File: src/rtl/mem_viewer_pkg.sv
// Shared FSM encoding and timing constants for the memory viewer.
package mem_viewer_pkg;

    typedef enum logic [2:0] {
        IDLE = 3'd0,
        PARK = 3'd1,
        ADDR = 3'd2,
        WAIT = 3'd3,
        CAPT = 3'd4,
        SHOW = 3'd5
    } state_t;

    // Memory read data is valid this many cycles after the address is presented.
    localparam int READ_LATENCY = 1;
    localparam int WAIT_W       = (READ_LATENCY > 1) ? $clog2(READ_LATENCY) : 1;

endpackage

File: src/rtl/mem_port_mux.sv
// Memory port select between the cpu and the debug viewer; the viewer only ever reads.
module mem_port_mux #(
    parameter int ADDR_WIDTH = 6,
    parameter int DATA_WIDTH = 16
) (
    input  logic                  sel_view,
    input  logic                  cpu_we,
    input  logic [ADDR_WIDTH-1:0] cpu_addr,
    input  logic [DATA_WIDTH-1:0] cpu_data,
    input  logic [ADDR_WIDTH-1:0] view_addr,
    output logic                  mem_we,
    output logic [ADDR_WIDTH-1:0] mem_addr,
    output logic [DATA_WIDTH-1:0] mem_data
);

    assign mem_we   = sel_view ? 1'b0 : cpu_we;
    assign mem_addr = sel_view ? view_addr : cpu_addr;
    assign mem_data = sel_view ? '0 : cpu_data;

endmodule

File: src/rtl/mem_viewer.sv
// Debug reader: parks the cpu, takes the memory port and reads one word at a time for display.
module mem_viewer
    import mem_viewer_pkg::*;
#(
    parameter int ADDR_WIDTH = 6,
    parameter int DATA_WIDTH = 16
) (
    input  logic                  clk,
    input  logic                  rst,
    input  logic                  en,
    input  logic                  step,
    input  logic                  dir,
    input  logic                  cpu_ack,
    input  logic                  cpu_we,
    input  logic [ADDR_WIDTH-1:0] cpu_addr,
    input  logic [DATA_WIDTH-1:0] cpu_data,
    input  logic [DATA_WIDTH-1:0] mem_out,
    output logic                  stall,
    output logic                  mem_we,
    output logic [ADDR_WIDTH-1:0] mem_addr,
    output logic [DATA_WIDTH-1:0] mem_data,
    output logic [ADDR_WIDTH-1:0] view_addr,
    output logic [DATA_WIDTH-1:0] view_data,
    output logic                  view_valid
);

    state_t              state, next_state;
    logic [WAIT_W-1:0]   wait_cnt;
    logic                wait_done;
    logic                sel_view;

    assign wait_done = (wait_cnt == WAIT_W'(READ_LATENCY - 1));
    assign stall     = (state != IDLE);
    assign sel_view  = (state == ADDR) || (state == WAIT) || (state == CAPT) || (state == SHOW);

    always_ff @(posedge clk or posedge rst) begin
        if (rst) begin
            state      <= IDLE;
            wait_cnt   <= '0;
            view_addr  <= '0;
            view_data  <= '0;
            view_valid <= 1'b0;
        end else begin
            state <= next_state;
            case (state)
                ADDR: wait_cnt <= '0;
                WAIT: wait_cnt <= wait_cnt + 1'b1;
                CAPT: begin
                    view_data  <= mem_out;
                    view_valid <= 1'b1;
                end
                SHOW: if (step) begin
                    // Natural wrap of the unsigned add/sub gives modulo 2^ADDR_WIDTH.
                    view_addr  <= dir ? view_addr - 1'b1 : view_addr + 1'b1;
                    view_valid <= 1'b0;
                end
                default: ;
            endcase
        end
    end

    always_comb begin
        next_state = state;
        case (state)
            IDLE: if (en) next_state = PARK;
            PARK: begin
                if (!en)          next_state = IDLE;
                else if (cpu_ack) next_state = ADDR;
            end
            ADDR: next_state = WAIT;
            WAIT: if (wait_done) next_state = CAPT;
            CAPT: next_state = SHOW;
            // A read in flight always finishes to SHOW before the cpu is released.
            SHOW: begin
                if (step)     next_state = ADDR;
                else if (!en) next_state = IDLE;
            end
            default: next_state = IDLE;
        endcase
    end

    mem_port_mux #(
        .ADDR_WIDTH(ADDR_WIDTH),
        .DATA_WIDTH(DATA_WIDTH)
    ) u_mux (
        .sel_view (sel_view),
        .cpu_we   (cpu_we),
        .cpu_addr (cpu_addr),
        .cpu_data (cpu_data),
        .view_addr(view_addr),
        .mem_we   (mem_we),
        .mem_addr (mem_addr),
        .mem_data (mem_data)
    );

endmodule

File: config.mk
export PLATFORM = sky130hd
export DESIGN_NAME = mem_viewer
export DESIGN_NICKNAME = d
export VERILOG_FILES = /design/src/rtl/mem_viewer_pkg.sv /design/src/rtl/mem_port_mux.sv /design/src/rtl/mem_viewer.sv
export SDC_FILE = /design/constraint.sdc
export NUM_CORES = 1
export LEC_CHECK = 0
export CORE_MARGIN = 1
export CORE_UTILIZATION = 61
export DETAILED_ROUTE_END_ITERATION = 10
export DONT_BUFFER_PORTS = 1
export GPL_ROUTABILITY_DRIVEN = 0
export GPL_TIMING_DRIVEN = 1
export PLACE_DENSITY = 0.87
export SLEW_MARGIN = 20
export SYNTH_ARGS = -nofsm -noshare
export SYNTH_HDL_FRONTEND = slang
export SYNTH_SLANG_ARGS = --single-unit
File: constraint.sdc
create_clock -name clk -period 2.1 [get_ports clk]
set_input_delay 0.42 -clock clk [delete_from_list [all_inputs] [get_ports clk]]
set_output_delay 0.42 -clock clk [all_outputs]
set_load 0.02 [all_outputs]
==> results by group <==
Run status
  • Status: complete, no violations

Setup path
  • CP top delay family: flip-flops
  • R2R cell count: 6
  • Worst path max stage delay: between 0.4 and 0.5 ns
  • CP startpoint: state[1]
  • Worst path bufs/invs: 2
  • Worst setup EP type: output pin
  • Most frequent CP cell: buf_4
  • Worst R2R End: view_addr[5]
  • Worst Setup EP: mem_addr[1]
  • CP Max Fanout: 11
  • WS Path Type: flip-flop to output pin
  • Worst path required time: 1.68 ns
  • R2R Path Start: view_addr[4]
  • Crit. path cell count: 5
  • Worst path cell trace: xnor2_4, buf_4, nand2_1, o21ai_0, buf_4
  • CP Data Arrival Time: 1.56 ns
  • CP max-delay cell: dfrtp_2
  • Critical path startpoint category: flip-flop
  • R2R Setup Slk: ~0.34 ns

Power
  • Leak: about 0.74 nW
  • Power Density: 1950 nW/um2
  • Total power: ~0.0031 W
  • Peak supply drop: 1.14 mV

STA
  • TNS Setup: 0 ns
  • Actual slew at the worst max-slew pin: between 0.5 and 0.6 ns
  • Setup ws final: about 0.12 ns
  • Max-slew violations: 0
  • Final period util: 94.1%
  • Final setup viols: 0
  • Slew margin rel.: around 66%
  • RSZ-0062 raised after global routing: no
  • Clock skew: 0.00548 ns
  • Final hold vios: 0
  • Fmax: 506 MHz
  • Minimum clock period after layout: 1.98 ns

Detailed routing
  • DR iter-0 viols: 13
  • Remaining antenna violation count after routing: 0
  • Detailed Route WL: just over 3000 um
  • DRC: 0
  • Post-DR wirelength/cell: 18.5 um
  • Total vias in the final route: approximately 1.0k
  • Drt via density: between 6 and 7
  • First-pass detailed-route iteration total: 4

Yosys
  • Cell count after synthesis: roughly 130
  • Asr flop ratio synth: 100%
  • Sequential share of the synthesized area: between 40% and 50%
  • Synthesized area per cell: between 10 and 15 um2
  • Syn_nets: roughly 180
  • Flops & latches, synth: 27
  • Dominant synthesized flop cell: dfrtp_1
  • Yosys Warn Count: 0
  • Synth Cell Area: roughly 1500 um2
  • Number of synthesized flops with an enable pin: 0
  • Yosys cell types: 31

Final layout
  • Final nets: ~190
  • # fillers: about 170
  • Antenna cells: 0
  • Layout cells sized above 1: 27.7%
  • Final Cell Area: 1590 um2
  • Area growth from synthesis to layout: 6.29%

CTS
  • H-Tree Depth: 1
  • TritonCTS Buffers: 3
  • Clk buf depth: 2
  • Root Buffer Master: clkbuf_4
  • Reg clk slew, reported paths: approximately 0.14 ns
  • CTS tree: done
  • Post-CTS Hold Buffers: 0
  • Clock sink total: 27
  • Worst-Skew Late Latency: 0.32 ns

Placed design
  • Dpl cell area: 1530 um2
  • IO buf count: 0
  • DP HPWL: between 2000 and 2500 um
  • Pre-CTS setup slack: 0.332 ns

Global routing
  • GRT overflow: 0
  • Tot GR Track Use: approximately a quarter
  • Vias in the first global route: between 1k and 1.5k
  • Largest net degree at the start of global routing: 28
  • First-pass GRT wire length: ~4700 um
  • Initial antenna violation count: 0

Die
  • Row count: 17
  • Die extent in x: about 50 um
  • Core area: 2250 um2
  • Die Ht: ~51 um
  • Starting density of the core: between 60% and 70%
  • Io pins: between 90 and 100
  • Die area: 2650 um2

Min path
  • Hold Crit Class: primary input to async pin

Flow run
  • MaxCap Viol Count: 0
[cells by family (layout without fill, tap and decap cells)]
| group | after synthesis | in the layout | share of synthesized area [%] |
|---|---|---|---|
| xor gates and xnor gates | 6 | 6 | 4.02 |
| muxes | 21 | 21 | 18.0 |
| DFF | 27 | 27 | 45.3 |
| buffers and inverters | 15 | 20 | 5.03 |
| AOI/OAI and AO/OA | 20 | 20 | 8.22 |
| adders and majority gates | 5 | 5 | 4.69 |
| and+or+nand+nor | 38 | 38 | 14.8 |
[Yosys cell counts (all sizes together) (2+ instances only)]
cell	number	share of area [%]
dfrtp	27	45
a21o	3	1.5
buf	5	2.5
o21ai	8	2.7
clkbuf	2	0.50
a21oi	4	1.3
nand4	2	0.84
and2	17	7.1
nand2	8	2.0
nor3b	2	1.8
ha	4	3.4
a31o	2	1.2
inv	8	2.0
nand2b	2	0.84
mux2	20	17
xor2	3	1.8
nor2	4	1.0
xnor2	3	2.3
[through the flow]
stage | util [%] | hold WS [ns] | std cells
final | 70.4 | 0.0168 | 165
after global routing | 70.4 | 0.0332 | 165
after CTS | 69.6 | 0.0364 | 163
after detailed placement | 67.8 | 0.394 | 159
after global placement | 67.8 | 0.381 | 159
after floorplan | - | 0.473 | 132
[final cells by class]
| class | instances | area, um2 | area share [%] |
|---|---|---|---|
| inverters | 8 | 30.0 | 1.89 |
| clock buffers | 3 | 22.5 | 1.42 |
| flip-flops and latches | 27 | 678 | 42.7 |
| clock inverters | 1 | 7.51 | 0.473 |
| well taps | 28 | 35.0 | 2.21 |
| repair buffers | 8 | 60.1 | 3.79 |
| multi-input cells | 90 | 753 | 47.5 |
[metal layers]
layer / global-route usage (%) / part of all wire [%] / vias to the layer above / wire length (um)
li1: - / - / 459 / -
met1: 25.1 / 34 / 508 / 1030
met2: 47.8 / 57 / 66 / 1730
met3: 4.17 / 6.6 / 8 / 202
met4: 11.3 / 3.1 / 0 / 94
met5: 0 / 0 / - / 0
[worst min path at each step]
stage          from             to  slack [ns]  cells past startpoint
3_3_place_gp    rst  view_data[14]        0.38                      2
6_report        rst  view_data[12]        0.02                      2
5_1_grt         rst  view_data[14]        0.03                      2
4_1_cts         rst  view_data[12]        0.04                      2
3_5_place_dp    rst  view_data[14]        0.39                      2
2_1_floorplan   rst       state[0]        0.47                      1
[power by group]
part / total (W) / switching (W) / internal (W)
logic: 0.00155 / 0.000841 / 0.000708
clock network: 0.000223 / 0.000150 / 0.0000727
registers: 0.00132 / 0.000544 / 0.000776
total: 0.00309 / 0.00154 / 0.00156
[layout by cell type (no fill, tap or decap), drive strengths merged, types with 3 or more instances in the layout]
cell type  netlist  layout
a21o             3       3
and2            17      17
ha               4       4
o21ai            8       8
xor2             3       3
buf              5       8
mux2            20      20
inv              8       8
dfrtp           27      27
clkbuf           2       3
nand2            8       8
a21oi            4       4
nor2             4       4
xnor2            3       3
[sequential cells by signal (all words and copies together), names as in the netlist]
| name | count |
|---|---|
| view_data | 16 |
| view_addr | 6 |
| state | 3 |
| view_valid | 1 |
| wait_cnt | 1 |
[what timing repair did]
| action | CTS | global route |
|---|---|---|
| gates resized for setup | 1 | 2 |
| pin swaps | 0 | 0 |
| buffers inserted | 0 | 2 |
| endpoints found under the hold margin | 0 | 0 |
| endpoints found under the setup margin | 6 | 6 |
Power figures use the tool's default switching activity.
